## src/rtl/operand_fetch.sv

```systemverilog
// Issue-side operand fetch with a RAW/WAW hazard scoreboard in front of a 32x32 register file.
// Writebacks pass straight through to the register file write port and retire scoreboard entries.
//
// state | meaning
// IDLE  | no bundle held; may accept an instruction
// FETCH | register file read in flight; capture operands this cycle
// VALID | bundle presented downstream; may accept when it is taken
module operand_fetch (
  input  logic        RegClk,
  input  logic        RegReset_n,
  input  logic        InValid,
  output logic        InReady,
  input  logic [4:0]  InRs1,
  input  logic [4:0]  InRs2,
  input  logic [4:0]  InRd,
  input  logic        InRdEn,
  output logic        OutValid,
  input  logic        OutReady,
  output logic [31:0] OutA,
  output logic [31:0] OutB,
  output logic [4:0]  OutRd,
  output logic        OutRdEn,
  input  logic        WbValid,
  input  logic [4:0]  WbRd,
  input  logic [31:0] WbData,
  output logic [4:0]  ReadRegister1,
  output logic [4:0]  ReadRegister2,
  input  logic [31:0] ReadData1,
  input  logic [31:0] ReadData2,
  output logic [4:0]  WriteRegister,
  output logic [31:0] WriteData,
  output logic        RegWrite
);

  localparam logic [1:0] ST_IDLE  = 2'd0;
  localparam logic [1:0] ST_FETCH = 2'd1;
  localparam logic [1:0] ST_VALID = 2'd2;

  logic [1:0]  state_q, state_d;
  logic [31:0] pending_q, pending_d;
  logic [4:0]  hold_rd_q, hold_rd_d;
  logic        hold_rd_en_q, hold_rd_en_d;
  logic [31:0] out_a_q, out_a_d;
  logic [31:0] out_b_q, out_b_d;
  logic [4:0]  out_rd_q, out_rd_d;
  logic        out_rd_en_q, out_rd_en_d;
  logic        out_valid_q, out_valid_d;

  logic [31:0] clr_mask;
  logic [31:0] set_mask;
  logic [31:0] pend_eff;
  logic        hazard;
  logic        can_accept;
  logic        accept;

  assign RegWrite      = WbValid & RegReset_n;
  assign WriteRegister = WbRd;
  assign WriteData     = WbData;

  // A writeback on this edge already clears its entry, so the dependent
  // instruction can issue and pick the value up through the register file bypass.
  always_comb begin
    clr_mask = '0;
    if (WbValid) clr_mask[WbRd] = 1'b1;
    pend_eff = pending_q & ~clr_mask;
    hazard   = pend_eff[InRs1] | pend_eff[InRs2] | (InRdEn & pend_eff[InRd]);
  end

  assign can_accept    = (state_q == ST_IDLE) | ((state_q == ST_VALID) & OutReady);
  assign InReady       = can_accept & ~hazard;
  assign accept        = InValid & InReady;
  assign ReadRegister1 = can_accept ? InRs1 : 5'd0;
  assign ReadRegister2 = can_accept ? InRs2 : 5'd0;

  always_comb begin
    set_mask = '0;
    if (accept && InRdEn && (InRd != 5'd0)) set_mask[InRd] = 1'b1;
    pending_d    = pend_eff | set_mask;
    pending_d[0] = 1'b0;
  end

  always_comb begin
    state_d      = state_q;
    hold_rd_d    = hold_rd_q;
    hold_rd_en_d = hold_rd_en_q;
    out_a_d      = out_a_q;
    out_b_d      = out_b_q;
    out_rd_d     = out_rd_q;
    out_rd_en_d  = out_rd_en_q;
    out_valid_d  = out_valid_q;

    if (accept) begin
      hold_rd_d    = InRd;
      hold_rd_en_d = InRdEn;
    end

    case (state_q)
      ST_IDLE: begin
        if (accept) state_d = ST_FETCH;
      end
      ST_FETCH: begin
        out_a_d     = ReadData1;
        out_b_d     = ReadData2;
        out_rd_d    = hold_rd_q;
        out_rd_en_d = hold_rd_en_q;
        out_valid_d = 1'b1;
        state_d     = ST_VALID;
      end
      ST_VALID: begin
        if (OutReady) begin
          out_valid_d = 1'b0;
          state_d     = accept ? ST_FETCH : ST_IDLE;
        end
      end
      default: begin
        out_valid_d = 1'b0;
        state_d     = ST_IDLE;
      end
    endcase
  end

  always_ff @(posedge RegClk or negedge RegReset_n) begin
    if (!RegReset_n) begin
      state_q      <= ST_IDLE;
      pending_q    <= '0;
      hold_rd_q    <= '0;
      hold_rd_en_q <= 1'b0;
      out_a_q      <= '0;
      out_b_q      <= '0;
      out_rd_q     <= '0;
      out_rd_en_q  <= 1'b0;
      out_valid_q  <= 1'b0;
    end else begin
      state_q      <= state_d;
      pending_q    <= pending_d;
      hold_rd_q    <= hold_rd_d;
      hold_rd_en_q <= hold_rd_en_d;
      out_a_q      <= out_a_d;
      out_b_q      <= out_b_d;
      out_rd_q     <= out_rd_d;
      out_rd_en_q  <= out_rd_en_d;
      out_valid_q  <= out_valid_d;
    end
  end

  assign OutValid = out_valid_q;
  assign OutA     = out_a_q;
  assign OutB     = out_b_q;
  assign OutRd    = out_rd_q;
  assign OutRdEn  = out_rd_en_q;

endmodule

```

## config.mk

```make
export PLATFORM = sky130hd
export DESIGN_NAME = operand_fetch
export DESIGN_NICKNAME = d
export VERILOG_FILES = /design/src/rtl/operand_fetch.sv
export SDC_FILE = /design/constraint.sdc
export NUM_CORES = 1
export LEC_CHECK = 0
export ABC_AREA = 1
export BUFFER_PORTS_ARGS = -buffer_cell sky130_fd_sc_hd__buf_4
export CAP_MARGIN = 20
export CORE_ASPECT_RATIO = 1.75
export CORE_UTILIZATION = 30
export CTS_BUF_LIST = sky130_fd_sc_hd__clkbuf_8
export DETAILED_ROUTE_END_ITERATION = 8
export PLACE_DENSITY_LB_ADDON = 0.2
export SETUP_SLACK_MARGIN = 0.02
export SKIP_LAST_GASP = 1
export SLEW_MARGIN = 40
export SYNTH_ARGS = -nofsm -noshare
export SYNTH_HDL_FRONTEND = slang
export SYNTH_SLANG_ARGS = --single-unit
```

## constraint.sdc

```tcl
create_clock -name RegClk -period 2.6 [get_ports RegClk]
set_input_delay 0.26 -clock RegClk [delete_from_list [all_inputs] [get_ports RegClk]]
set_output_delay 0.26 -clock RegClk [all_outputs]
set_load 0.02 [all_outputs]
```

==> results.cfg, run 1 <==
[outcome]
status = complete, no violations

[global_routing]
antenna_found_initial = 0
met3_usage_pct = 3.38
use_met1_pct = 19.2
grt_pass1_vias = 5471
grt_pass1_wl_mm = 30.6
grt_max_degree = 111
gr-total-overflow = 0
grtUsageMet2_pct = 35.2
grt.busiest_layer = met2
track_usage_pct = 19.3

[clocking]
cts_max_path_buffers = 2
cts.htree.levels = 3
numCtsBuffers = 9
root_buffer = clkbuf_8
cts_tree = built
clk_latency_ns = 0.39
cts.sinks = 110
clk_transition_reported_paths_ns = 0.11

[min_path]
hold_class = input port to flop

[timing]
period_needed_ns = 2.48
rsz0062_at_grt = false
slew_headroom_pct = 59.4
finalMaxSlewViolations = 0
fmax_mhz = 404
fin_crit_sh_pct = 95.2
fin_hold_ws_ns = 0.0946
worstMarginPinSlew_ns = 0.609
finalClockSkew_ns = 0.0144
setup_viol = 0
finalHoldViolations = 0

[logic_synthesis]
synth_cell_types = 24
synth_edf_count = 0
synth.most_common_cell = nand2_1
synthTopCellsByCount = nand2_1, dfrtp_1, nor2_1, mux2_2, nand3_1
synth_seq_area_share_pct = 44.5
dominantRegCellSynth = dfrtp_1
yosys_warnings = 0
synthAdderAreaFrac_pct = 0
ys_ff_latch = 110
synth-xor-area-share_pct = 0
netlist_area_um2 = 6180
synth_top_family_by_area = simple AND/OR/NAND/NOR gates
synth-compound-area-share_pct = 2.53
synth_nets = 837
postSynthAreaPerCell_um2 = 8.65
postSynthCellCount = 715
synth.top_cell.area_share_pct = 44.5
synthArstFlopShare_pct = 100
synth_area_leaders = dfrtp_1, nand2_1, mux2_2
synthMuxAreaShare_pct = 12.7
synthSimpleGateAreaFrac_pct = 30.3
yosysTopAreaCell = dfrtp_1

[detailed_routing]
avgViaCountPerCell = 4.82
routed_wl_mm = 20.5
drcViolationCount = 0
drt_iter0_markers = 356
vias = 5514
drt_pass1_iterations = 7
drtAntennaViolNets = 0
wl_per_cell_um = 17.9

[critical_path]
cp.arrival_ns = 2.22
worstPathMaxFanout = 5
startpoint_type = input port
endpoint_kind = primary output
critPathKind = input port to primary output
critPathRequiredTime_ns = 2.34

[power]
peakVddDrop_mv = 0.539
power_density_nw_per_um2 = 860
p_leak_nw = 4.13

[job]
drv_cap = 0

[floorplanning]
core-area_um2 = 20300
initial_utilization_pct = 30.5
dieArea_um2 = 21200
die_height_um = 192
io_pins = 242
row_count = 69
die_w_um = 111

[finish]
area_delta_synth_final_pct = 31.4
fin_nets = 1014
fillerInstances = 2095
final_cell_count_no_fill = 1145
antennaDiodeCount = 0
layout-drive-gt1-share_pct = 42.6

[placed_design]
port_buffers = 177
gp_congestion = 0.960
placed_cells = 1125
dp_hpwl_mm = 16.1
==> cell type report <==
class / count / area (um^2) / share of cell area, %
multi-input combinational: 497 / 2910 / 35.8
sequential: 110 / 2750 / 33.9
timing repair buffer: 226 / 1760 / 21.7
tap: 248 / 310 / 3.82
inverter: 48 / 180 / 2.22
clock buffer: 9 / 124 / 1.52
clock inverter: 7 / 88.8 / 1.09
==> per-layer routing <==
layer	vias up	part of all wire (%)
met5	-	0
met2	256	52
met3	70	5.3
met1	2581	35
li1	2607	-
met4	0	7.2
==> sequential cells by signal (all words and copies together) (netlist names) <==
name,flops
OutB,32
hold_rd_q,5
hold_rd_en_q,1
pending_q,31
OutA,32
state_q,2
OutValid,1
OutRdEn,1
OutRd,5
==> placed cells by master, fill, tap and decap left out, drive strengths merged <==
cell type	netlist	routed
o211ai	1	1
nand2	214	214
nor2	97	97
o21ai	18	18
inv	47	52
nor4	1	1
buf	49	225
clkinv	1	1
a21oi	2	2
clkbuf	11	9
dlygate4sd3	0	1
nand4	1	1
nand3	92	92
bufinv	0	2
mux2	70	70
a21boi	1	1
dfrtp	110	110
==> path summary, 6_finish.rpt <==
check	start	end	slack, ns	depth (start not counted)
max	WbRd[4]	InReady	0.12	16
min	ReadData1[24]	OutA[24]$_DFFE_PN0P_	0.09	2
max reg2reg	pending_q[13]$_DFF_PN0_	pending_q[5]$_DFF_PN0_	0.52	15
min reg2reg	hold_rd_q[3]$_DFFE_PN0N_	hold_rd_q[3]$_DFFE_PN0N_	0.49	2
max in group asynchronous	RegReset_n	pending_q[24]$_DFF_PN0_	1.60	3
min in group asynchronous	RegReset_n	OutA[24]$_DFFE_PN0P_	0.51	3
==> report_power, final <==
part           internal (W)  leakage (nW)  switching [W]
combinational       0.00148          2.66        0.00167
sequential          0.00236          1.36       0.000325
clock              0.000541         0.118       0.000615
==> worst max-delay path, stage by stage <==
cell     delay, ns
buf_4         0.13
nor2_1        0.15
nand2_1       0.14
buf_4         0.17
o21ai_2       0.19
buf_4         0.15
nand2_1       0.04
nand2_1       0.09
inv_1         0.04
nand3_1       0.05
nand2_1       0.06
nand3_1       0.11
nor2_4        0.07
nor4_4        0.26
buf_4         0.16
buf_4         0.13
==> kinds of logic (layout without fill, tap and decap cells) <==
family                 after synthesis  in the layout
multiplexers                        70             70
AO/OA/AOI/OAI                       22             22
buffers and inverters              108            290
AND/OR/NAND/NOR                    405            405
flip-flops                         110            110
==> per-stage QoR <==
step	util [%]	setup WS, ns	TNS (ns)	instance area [um^2]	total power, W
6_report	40.0	0.124	0	8130	0.00699
5_1_grt	40.0	0.00798	0	8130	0.00737
4_1_cts	39.5	0.0222	0	8010	0.00705
3_5_place_dp	38.4	-0.113	-0.113	7790	0.00588
3_3_place_gp	38.4	-0.174	-0.439	7790	0.00585
2_1_floorplan	-	0.390	0	6180	0.00445
==> repair_timing <==
item / CTS / global route
buffers inserted: 0 / 3
resized for setup: 4 / 25
endpoints found under the setup margin: 1 / 1
pin swaps: 0 / 11
hold buffers: 0 / 1
hold endpoints to repair: 0 / 3
(Power assumes the default switching activity.)
==> run 2, diff against run 1 <==
CORE_UTILIZATION = 55   (was 30)
==> results.cfg, run 2 (synthesis gave the netlist of run 1 again) <==
[critical_path]
r2r_start = pending_q[3]$_DFF_PN0_
endpoint_kind = primary output
r2r_slack_ns = 0.31
reg2regPathDepth = 14
critPathRequiredTime_ns = 2.34
cp.arrival_ns = 2.27
worstPathMaxFanout = 3
timing.rr.end = pending_q[13]$_DFF_PN0_
startpoint_type = flop
critPathKind = flop to primary output

[global_routing]
grt_max_degree = 111
antenna_found_initial = 0
grt_pass1_vias = 5730
grt_pass1_wl_mm = 30.4
gr-total-overflow = 0
track_usage_pct = 36.4

[placed_design]
port_buffers = 177
dp_hpwl_mm = 16.3
gp_congestion = 1.03

[timing]
finalClockSkew_ns = 0.0132
fmax_mhz = 396
fin_hold_ws_ns = 0.00715
setup_viol = 0
finalMaxSlewViolations = 0
slew_headroom_pct = 58.9
worstMarginPinSlew_ns = 0.617
fin_crit_sh_pct = 97.1
finalHoldViolations = 0
final.setup.tns_ns = 0
period_needed_ns = 2.53

[detailed_routing]
routed_wl_mm = 21.0
wl_per_cell_um = 20.5
drt_iter0_markers = 315
avgViaCountPerCell = 5.59
drcViolationCount = 0
drt_pass1_iterations = 5
vias = 5731
drtAntennaViolNets = 0

[power]
p_leak_nw = 4.12
peakVddDrop_mv = 0.850
p_sw_w = 0.00279
swShare_pct = 39.6
p_int_w = 0.00424
pwr-share-comb_pct = 45.4
power_density_nw_per_um2 = 880
pwr-share-clk_pct = 15.6
seqPwrFrac_pct = 39.0

[finish]
layout-drive-gt1-share_pct = 43.1
fin_nets = 1013
layout_commonest_cell = buf_4
area_delta_synth_final_pct = 29.2
final_cell_mix = buf_4, nand2_1, dfrtp_1
antennaDiodeCount = 0

[clocking]
root_buffer = clkbuf_8
clk_transition_reported_paths_ns = 0.13
cts_tree = built
cts_max_path_buffers = 2
cts_hold_buf = 0
numCtsBuffers = 9
cts.sinks = 110
cts.htree.levels = 3
clk_latency_ns = 0.40

[floorplanning]
io_pins = 242
initial_utilization_pct = 57.1
row_count = 50
dieArea_um2 = 11700
core-area_um2 = 10800
die_height_um = 142
die_w_um = 82.2

[job]
drv_cap = 0

[outcome]
status = complete, no violations

[min_path]
hold_class = input port to async pin
-- run 2: changes by cell type in the layout (fill, tap and decap cells not counted), moves of 3 or more --
cell	before	now
o21ai_4	0	7
buf_6	3	0
nor2_1	84	87
nand2_2	11	15
o21ai_2	11	4
nand2_1	202	199
buf_4	218	221
-- run 2: timing repair --
item	CTS	global route
pin swaps	0	6
buffers inserted	0	5
setup endpoints to repair	1	1
resized for setup	1	31
-- run 2: worst max-delay path by stage --
stage,from,slack [ns],end
2_1_floorplan,WbRd[2],0.39,InReady
3_3_place_gp,WbRd[0],-0.11,pending_q[13]$_DFF_PN0_
3_5_place_dp,WbRd[0],-0.18,pending_q[13]$_DFF_PN0_
4_1_cts,WbRd[0],0.02,InReady
5_1_grt,pending_q[29]$_DFF_PN0_,-0.03,InReady
6_report,pending_q[29]$_DFF_PN0_,0.07,InReady
-- run 2: layer usage --
| metal | GRT usage (%) | routed length, um | vias up |
|---|---|---|---|
| met1 | 36.8 | 6820 | 2698 |
| met4 | 26.0 | 1500 | 0 |
| met2 | 64.3 | 11100 | 334 |
| li1 | - | - | 2612 |
| met5 | 0 | 0 | - |
| met3 | 6.86 | 1620 | 87 |
-- run 2: stage by stage --
stage               instances  instance area [um^2]  setup WS [ns]  total power [W]  util [%]
CTS                      1021                  7820         0.0206          0.00701      72.2
detailed placement       1005                  7610         -0.179          0.00594      70.3
floorplan                 715                  6180          0.390          0.00445         -
global route             1026                  7990        -0.0336          0.00736      73.8
finish                   1026                  7990         0.0750          0.00703      73.8
global placement         1005                  7610         -0.110          0.00578      70.3
-- run 2: power groups by stage --
stage | Sequential, W | Clock [W] | Combinational (W)
final | 0.00275 | 0.00109 | 0.00319
after global routing | 0.00281 | 0.00115 | 0.00340
after CTS | 0.00274 | 0.00110 | 0.00317
after detailed placement | 0.00277 | 0 | 0.00317
after global placement | 0.00270 | 0 | 0.00308
after floorplan | 0.00340 | 0 | 0.00105
-- run 2: worst max-delay path, stage by stage, from the launching register on --
cell and delay (ns):
dfrtp_2 0.46, a21boi_2 0.33, nor2_1 0.08, nor2_1 0.11
nand2_1 0.06, nor2_1 0.19, nand3_1 0.11, nor2_1 0.17
buf_4 0.15, nor4_2 0.03, buf_4 0.17
-- run 2: cell type report --
cell class                 count  area (um^2)
sequential                   110         2750
tap                          130          163
timing repair buffer         225         1740
fill                         799         2830
multi-input combinational    497         2940
clock buffer                   9          124
inverter                      48          180
clock inverter                 7         88.8
